$ cat src/rtl/fxp_seq_divider.sv
// fxp_seq_divider
// Sequential fixed-point divider: quotient = (dividend << FRAC_BITS) / divisor,
// computed by non-restoring division with one quotient bit per clock.
// Result is truncated toward zero and saturated to WIDTH bits.
//
// Parameters
//   WIDTH      operand / quotient width (default 16)
//   FRAC_BITS  fractional bits of operands and result (default 8, Q8.8)
//
// Ports
//   clk          rising-edge clock
//   rst          synchronous active-high reset (aborts any operation)
//   in_valid     operands valid
//   in_ready     idle and accepting operands (registered)
//   dividend     numerator, sampled on the accept edge
//   divisor      denominator, sampled on the accept edge
//   out_valid    result valid, held until out_ready
//   out_ready    consumer accepts the result
//   quotient     truncated, saturated quotient
//   div_by_zero  divisor was zero
//   overflow     true quotient not representable, result saturated
//
// Build option
//   DIVIDER_SIGNED_EN  when defined, operands and quotient are two's
//                      complement; otherwise everything is unsigned.
module fxp_seq_divider #(
  parameter int WIDTH     = 16,
  parameter int FRAC_BITS = 8
) (
  input  logic             clk,
  input  logic             rst,
  input  logic             in_valid,
  output logic             in_ready,
  input  logic [WIDTH-1:0] dividend,
  input  logic [WIDTH-1:0] divisor,
  output logic             out_valid,
  input  logic             out_ready,
  output logic [WIDTH-1:0] quotient,
  output logic             div_by_zero,
  output logic             overflow
);

  localparam int N  = WIDTH + FRAC_BITS;
  localparam int CW = $clog2(N);
  localparam logic [CW-1:0] LAST = CW'(N - 1);

`ifdef DIVIDER_SIGNED_EN
  localparam logic [WIDTH-1:0] SMAX    = {1'b0, {(WIDTH-1){1'b1}}};
  localparam logic [WIDTH-1:0] SMIN    = {1'b1, {(WIDTH-1){1'b0}}};
  localparam logic [N-1:0]     POS_LIM = {{(N-WIDTH+1){1'b0}}, {(WIDTH-1){1'b1}}};
  localparam logic [N-1:0]     NEG_LIM = {{(N-WIDTH){1'b0}}, 1'b1, {(WIDTH-1){1'b0}}};
`endif

  typedef enum logic [2:0] {IDLE, PREP, ITER, FIX, DONE} state_t;

  state_t          state;
  logic [CW-1:0]   cnt;

  logic [WIDTH-1:0] dvd_raw;
  logic [WIDTH-1:0] dvs_raw;
  logic [WIDTH-1:0] dvs_mag;
  // Shift register: dividend bits leave at the MSB while quotient bits
  // enter at the LSB, so after N steps it holds the quotient magnitude.
  logic [N-1:0]     dq;
  logic signed [WIDTH:0] r;
`ifdef DIVIDER_SIGNED_EN
  logic             neg;
`endif

  logic [WIDTH+1:0] r_sh;
  logic [N:0]       r_ext;
  logic [N:0]       dvs_ext;
  logic [N:0]       addend;
  logic [N:0]       sum;
  logic             sub;
  logic             qbit;
  logic             accept;

  // Absolute value; |min negative| wraps to the same bit pattern, which
  // read unsigned is exactly 2^(WIDTH-1).
  function automatic logic [WIDTH-1:0] magnitude(input logic [WIDTH-1:0] v);
`ifdef DIVIDER_SIGNED_EN
    return v[WIDTH-1] ? -v : v;
`else
    return v;
`endif
  endfunction

`ifdef DIVIDER_SIGNED_EN
  // Returns {overflow, quotient}: applies sign and clamps to signed range.
  function automatic logic [WIDTH:0] saturate(input logic [N-1:0] mag,
                                              input logic         ng);
    if (ng) begin
      if (mag > NEG_LIM) return {1'b1, SMIN};
      return {1'b0, -mag[WIDTH-1:0]};
    end
    if (mag > POS_LIM) return {1'b1, SMAX};
    return {1'b0, mag[WIDTH-1:0]};
  endfunction
`else
  // Returns {overflow, quotient}: clamps to the unsigned range.
  function automatic logic [WIDTH:0] saturate(input logic [N-1:0] mag);
    if (|mag[N-1:WIDTH]) return {1'b1, {WIDTH{1'b1}}};
    return {1'b0, mag[WIDTH-1:0]};
  endfunction
`endif

  assign accept = (state == IDLE) && in_valid && in_ready;

  // Non-restoring step. R is kept WIDTH+1 bits wide; the shifted value is
  // sign-extended into the N+1 bit adder. Carry-in 1 with inverted divisor
  // subtracts, carry-in 0 adds.
  assign r_sh    = {r, dq[N-1]};
  assign r_ext   = {{(N-WIDTH-1){r_sh[WIDTH+1]}}, r_sh};
  assign dvs_ext = {{(N+1-WIDTH){1'b0}}, dvs_mag};
  assign sub     = ~r[WIDTH];
  assign addend  = sub ? ~dvs_ext : dvs_ext;
  assign sum     = r_ext + addend + {{N{1'b0}}, sub};
  // The new R always fits in WIDTH+1 bits, so every adder bit from R's MSB
  // upward is a copy of the sign; the quotient bit is set when R >= 0.
  assign qbit    = ~(|sum[N:WIDTH]);

  // Control and result registers.
  always_ff @(posedge clk) begin
    if (rst) begin
      state       <= IDLE;
      cnt         <= '0;
      in_ready    <= 1'b0;
      out_valid   <= 1'b0;
      quotient    <= '0;
      div_by_zero <= 1'b0;
      overflow    <= 1'b0;
    end else begin
      unique case (state)
        IDLE: begin
          if (accept) begin
            in_ready <= 1'b0;
            state    <= PREP;
          end else begin
            in_ready <= 1'b1;
          end
        end
        PREP: begin
          cnt <= '0;
          if (dvs_raw == '0) begin
            state       <= DONE;
            out_valid   <= 1'b1;
            div_by_zero <= 1'b1;
            overflow    <= 1'b0;
`ifdef DIVIDER_SIGNED_EN
            quotient    <= dvd_raw[WIDTH-1] ? SMIN : SMAX;
`else
            quotient    <= {WIDTH{1'b1}};
`endif
          end else begin
            state <= ITER;
          end
        end
        ITER: begin
          cnt <= cnt + CW'(1);
          if (cnt == LAST) state <= FIX;
        end
        FIX: begin
`ifdef DIVIDER_SIGNED_EN
          {overflow, quotient} <= saturate(dq, neg);
`else
          {overflow, quotient} <= saturate(dq);
`endif
          div_by_zero <= 1'b0;
          out_valid   <= 1'b1;
          state       <= DONE;
        end
        DONE: begin
          if (out_ready) begin
            out_valid <= 1'b0;
            in_ready  <= 1'b1;
            state     <= IDLE;
          end
        end
        default: state <= IDLE;
      endcase
    end
  end

  // Datapath registers; contents are don't-care outside an operation.
  always_ff @(posedge clk) begin
    case (state)
      IDLE: begin
        if (accept) begin
          dvd_raw <= dividend;
          dvs_raw <= divisor;
        end
      end
      PREP: begin
        dvs_mag <= magnitude(dvs_raw);
        dq      <= {magnitude(dvd_raw), {FRAC_BITS{1'b0}}};
        r       <= '0;
`ifdef DIVIDER_SIGNED_EN
        neg     <= dvd_raw[WIDTH-1] ^ dvs_raw[WIDTH-1];
`endif
      end
      ITER: begin
        r  <= sum[WIDTH:0];
        dq <= {dq[N-2:0], qbit};
      end
      default: ;
    endcase
  end

endmodule

$ cat config.mk
export PLATFORM = sky130hd
export DESIGN_NAME = fxp_seq_divider
export DESIGN_NICKNAME = d
export VERILOG_FILES = /design/src/rtl/fxp_seq_divider.sv
export SDC_FILE = /design/constraint.sdc
export NUM_CORES = 1
export LEC_CHECK = 0
export ABC_AREA = 1
export CAP_MARGIN = 20
export CORE_MARGIN = 1.5
export CORE_UTILIZATION = 34
export CTS_BUF_LIST = sky130_fd_sc_hd__clkbuf_2 sky130_fd_sc_hd__clkbuf_4 sky130_fd_sc_hd__clkbuf_8
export DETAILED_ROUTE_END_ITERATION = 10
export PLACE_DENSITY = 0.57
export SYNTH_ARGS = -nofsm -noshare
export SYNTH_HDL_FRONTEND = slang
export SYNTH_SLANG_ARGS = --single-unit
$ cat constraint.sdc
create_clock -name clk -period 5.1 [get_ports clk]
set_input_delay 1.53 -clock clk [delete_from_list [all_inputs] [get_ports clk]]
set_output_delay 1.53 -clock clk [all_outputs]
set_load 0.01 [all_outputs]
After elaboration in Yosys (flattened, before gate mapping):

Cells that the tools add are included.

* register bits: 117
* input bits: 36
* output and inout port bits: 20
* word-level logic and storage cells: 67

* add/subtract/negate cells: 3
* equal/unequal tests: 9
* mux-type cells: 25
* bitwise gates (word level): 3
* reductions and logical operators: 15

Operators with widths (count)
* 24-bit one-hot mux with 2 select lines: 1
* 17-bit two-way mux: 2
* 17-bit one-hot mux with 2 select lines: 1
* 16-bit one-hot mux with 2 select lines: 1
* 25-bit by 1-bit adder with 25-bit output: 1
* 25-bit adder: 1
* 25-bit two-way mux: 1
* 16-bit NOT with 25-bit output: 1
* 16-bit logical NOT: 1
* 16-bit two-way mux: 1
* 3-bit one-hot mux with 5 select lines: 1
* 3-bit two-way mux: 4
* 5-bit one-hot mux with 2 select lines: 1
* 9-bit OR reduction: 1
* 1-bit two-way mux: 8
* 2-bit != test (second input constant): 4
* 8-bit OR reduction: 1
* 3-bit by 2-bit == test with 1-bit output (second input constant): 2
* 1-bit one-hot mux with 2 select lines: 3
* 2-bit AND reduction: 3
* 3-bit AND reduction: 2
* 2-bit nonzero test: 3
* 5-bit by 1-bit adder with 5-bit output (second input constant): 1
* 5-bit == test (second input constant): 1
* 7 further kinds: 9

Depth between registers and ports, before layout:

* depth in word-level cells: 7
* gate-level depth with buffers: 14
* depth with buffers taken out: 14

Worst setup path before layout:

No wires, ideal clock.

* path type: input to register
* start point: input port in_valid
* end point: register dvd_raw[0], enable pin
* setup time: 505 ps
* arrival: 4722 ps
* required time: 4595 ps
* setup slack: -127 ps
* stages: 2
* path buffers: 0
* cells stage by stage: inv_1 nor4_1

* word-level cells in the longest chain between the ends: 3

RTL lines
* start: declaration: RTL line 32 `input logic in_valid,`
* 1-bit logical AND (2 in series): RTL line 108 `assign accept = (state == IDLE) && in_valid && in_ready;`
* 2-bit AND reduction (no source line)
* end signal: assignment: RTL line 190 `dvd_raw <= dividend;`
* end: declaration: RTL line 59 `logic [WIDTH-1:0] dvd_raw;`

No other way between the ends.
A chain may end at the register's enable or synchronous reset.

Worst setup path after layout:

* start point: input port in_valid
* end point: register dvd_raw[1], enable pin

The elaborated chain is that of the path after synthesis.

==> Implementation_results.wiki <==
{| class="wikitable"
! Metric !! Value
|-
| Maximum clock frequency || around 0.32 GHz
|-
| TritonCTS clock tree || built
|-
| Worst-Margin Slew || approximately 0.97 ns
|-
| I/O pin count || 56
|-
| Sink Count || about 120
|-
| Crit path buf inv count || 3
|-
| Clock input transition at the sequential cells of the worst setup and hold paths || roughly 0.06 ns
|-
| Setup repair after global routing missed its margin || no
|-
| Cell count of the worst reg-to-reg path || 12
|-
| Post-DP HPWL || 7.56 mm
|-
| Floorplan die area || about 0.017 mm2
|-
| Signal arrival time at the worst endpoint || 3.26 ns
|-
| Minimum setup slack among reg-to-reg paths || between 2 and 2.5 ns
|-
| Placement row count || 46
|-
| DRC viols || 0
|-
| Number of buffers created by CTS || 17
|-
| Horizontal die dimension || ~130 um
|-
| Buffer cell driving the clock tree root || sky130_fd_sc_hd__clkbuf_8
|-
| Endpoint class of the critical path || register
|-
| Peak per-stage delay on the critical path || ~0.73 ns
|-
| CP cell instances || clkdlybuf4s50_1, inv_1, nor4_4, buf_4
|-
| Antenna violations before repair || 0
|-
| Vias per Instance || about 4.5
|-
| Part of the Yosys area used for sequential elements || 59.1%
|-
| Routability congestion estimate || between 0.8 and 0.9
|-
| Final setup viols || 0
|-
| Class of the most critical hold timing path || register to register
|-
| Overall via count from detail_route || around 3,800
|-
| Period utilisation layout || about 62%
|-
| Global router's overall resource usage || 14.0%
|-
| Quantity of gates resized following cts || 0
|-
| Average wire per standard cell || approximately 13 um
|-
| Number of cells on the worst hold path || 0
|-
| Min Clock Period, post-route || approximately 3.1 ns
|-
| CP max FO || 25
|-
| Layout cell share with drive strength beyond 1 || 10.3%
|-
| Count of endpoints failing hold in the final timing report || 0
|-
| R2r endpoint || dq[0]$_SDFFCE_PN0P_
|-
| Clock Tree Buf Depth || 2
|-
| Largest net degree at the start of global routing || 26
|-
| Worst endpoint required time || about 5.2 ns
|-
| Proportion of synthesized flip-flops having asynchronous set or reset || 0%
|-
| Maximum level of the CTS H-tree || 4
|-
| Avg Synthesized Cell Area || ~10 um2
|-
| Remaining global-route overflow || 0
|-
| Net count reported at finish || 682
|-
| Final Max Slew Viols || 0
|-
| Remaining antenna violation count after routing || 0
|-
| Area leader, netlist || sky130_fd_sc_hd__edfxtp_1
|-
| Number of synthesized register bits || 117
|-
| Largest cells by area after synthesis || sky130_fd_sc_hd__edfxtp_1 (49%), sky130_fd_sc_hd__dfxtp_1 (10%), sky130_fd_sc_hd__nand2_1 (8.8%)
|-
| Via count of the first global-routing pass || about 3,900
|-
| Family with the most delay on the worst path || buffers and inverters
|-
| Most common cell after layout, fill and taps aside || sky130_fd_sc_hd__nand2_1
|-
| Number of flops mapped to enable cells by yosys || 89
|-
| Clk Latency, worst-skew pair || ~0.45 ns
|-
| Max-slew headroom at the worst pin || a little over a third
|-
| Fill cells || between 1,500 and 2,000
|-
| Result of the run || complete, no violations
|-
| Syn Std Cell Area || ~0.0055 mm2
|-
| Beginning of the worst hold path || dvs_raw[4]$_DFFE_PP_
|-
| Top cell type's share of synthesized area || 48.9%
|-
| Pre-antenna DRT Iters || 5
|-
| Hold_buf cts || 0
|-
| Count of buffers added by post-CTS timing repair for setup || 0
|-
| Final clock skew || 0.0116 ns
|-
| Synth warnings || 0
|-
| Critical register-to-register path startpoint || r[16]$_SDFFCE_PN0P_
|-
| Power density of the placed cells || approximately 630 mW/mm2
|-
| First-pass GRT wire length || between 15 and 20 mm
|-
| Post-synth net total || between 600 and 700
|-
| Total Power Consumption || 4190 uW
|-
| Starting density of the core || approximately 35%
|-
| Commonest cells after routing, fill and taps aside || sky130_fd_sc_hd__nand2_1 (128), sky130_fd_sc_hd__edfxtp_1 (89), sky130_fd_sc_hd__inv_1 (81)
|-
| Max Cap Violations || 0
|-
| IO Port Bufs || 55
|-
| Post-Synthesis Cells || 563
|-
| Die height || 130 um
|-
| Static Leakage || about 0.0028 uW
|-
| Core ar. || 0.0158 mm2
|-
| Worst voltage drop across the vdd grid || 0.000206 V
|-
| Yosys cell types || 34
|-
| Antenna Diode Count || 0
|-
| Library cell contributing the largest single delay on the critical path || sky130_fd_sc_hd__nor4_4
|-
| Synth-to-layout area growth || 22.2%
|-
| Worst Hold End || dvs_mag[4]$_DFFE_PP_
|-
| Setup Crit Path Kind || input pin to register
|-
| Crit path launch type || input pin
|-
| Top FF cell, synth || sky130_fd_sc_hd__edfxtp_1
|-
| Count of routing violations after the opening detailed-route iteration || 240
|-
| Detailed Route WL || between 10 and 15 mm
|-
| Setup TNS Final || 0 ns
|}
==> how the worst max path moves through the flow <==
stage | from | cells after the start | slack, ns | end
after floorplan | in_valid | 2 | 1.21 | dvd_raw[0]$_DFFE_PP_
after global placement | in_valid | 4 | 1.53 | dvd_raw[0]$_DFFE_PP_
after detailed placement | in_valid | 4 | 1.47 | dvd_raw[1]$_DFFE_PP_
after CTS | in_valid | 4 | 1.96 | dvs_raw[2]$_DFFE_PP_
after global routing | in_valid | 4 | 1.90 | dvs_raw[3]$_DFFE_PP_
final | in_valid | 4 | 1.95 | dvd_raw[1]$_DFFE_PP_
==> routing by layer <==
layer	track usage [%]	vias to the layer above	share of wire, %
li1	-	1981	-
met1	17.3	1772	47
met2	22.6	70	47
met3	3.73	18	4.1
met5	0	-	0
met4	7.12	0	2.3
==> logic make-up after synthesis <==
| group | Yosys count | share of synthesized area (%) |
|---|---|---|
| XOR/XNOR | 15 | 2.40 |
| buffers and inverters | 105 | 7.78 |
| AND/OR/NAND/NOR | 215 | 16.9 |
| flip-flops | 117 | 59.1 |
| adder cells (fa/ha/maj) | 18 | 4.26 |
| AO/OA/AOI/OAI | 93 | 9.48 |
==> per-stage QoR <==
step	worst slack [ns]	cell area, um2	utilization, %	hold WS (ns)	std cells
6_report	1.95	6680	42.4	0.443	857
5_1_grt	1.90	6680	42.4	0.460	857
4_1_cts	1.96	6680	42.4	0.449	857
3_5_place_dp	1.47	6250	39.6	0.432	825
3_3_place_gp	1.53	6250	39.6	0.428	825
2_1_floorplan	1.21	5470	-	0.418	563
==> power by group <==
group / internal, uW / total, uW / leakage (uW) / switching, uW
sequential: 1410 / 1550 / 0.00106 / 143
clock: 542 / 925 / 0.000215 / 384
combinational: 592 / 1710 / 0.00153 / 1120
==> synthesized netlist by cell type, types with 2 or more instances <==
cell and number:
sky130_fd_sc_hd__and2_1 2, sky130_fd_sc_hd__or2_1 2, sky130_fd_sc_hd__o21ai_2 11, sky130_fd_sc_hd__nor3_1 3, sky130_fd_sc_hd__ha_1 17, sky130_fd_sc_hd__inv_1 81
sky130_fd_sc_hd__nand4_1 4, sky130_fd_sc_hd__nand3_1 15, sky130_fd_sc_hd__dfxtp_1 28, sky130_fd_sc_hd__o21bai_1 2, sky130_fd_sc_hd__o21ai_0 44, sky130_fd_sc_hd__buf_2 6
sky130_fd_sc_hd__edfxtp_1 89, sky130_fd_sc_hd__clkbuf_1 5, sky130_fd_sc_hd__inv_2 11, sky130_fd_sc_hd__xnor2_1 14, sky130_fd_sc_hd__a21oi_1 33, sky130_fd_sc_hd__nor4_1 3
sky130_fd_sc_hd__nor3b_1 2, sky130_fd_sc_hd__nor3_4 2, sky130_fd_sc_hd__nor2_1 48, sky130_fd_sc_hd__nand2_1 128, sky130_fd_sc_hd__or2_4 2
==> state kept, by name (all words and copies together) (netlist names), 3 cells and up <==
name / cells
state: 3
dvs_mag: 16
quotient: 16
dvd_raw: 16
dq: 24
r: 17
dvs_raw: 16
cnt: 5
==> layout make-up <==
class / count / area, um2 / share of cell area, %
Inverter: 92 / 345 / 5.17
Sequential cell: 117 / 3230 / 48.4
Multi-Input combinational cell: 341 / 1820 / 27.3
Timing Repair Buffer: 59 / 581 / 8.69
Clock buffer: 19 / 249 / 3.73
Tap cell: 216 / 270 / 4.04
Clock inverter: 13 / 180 / 2.70
Note: power is estimated with default switching activity, not from simulation.
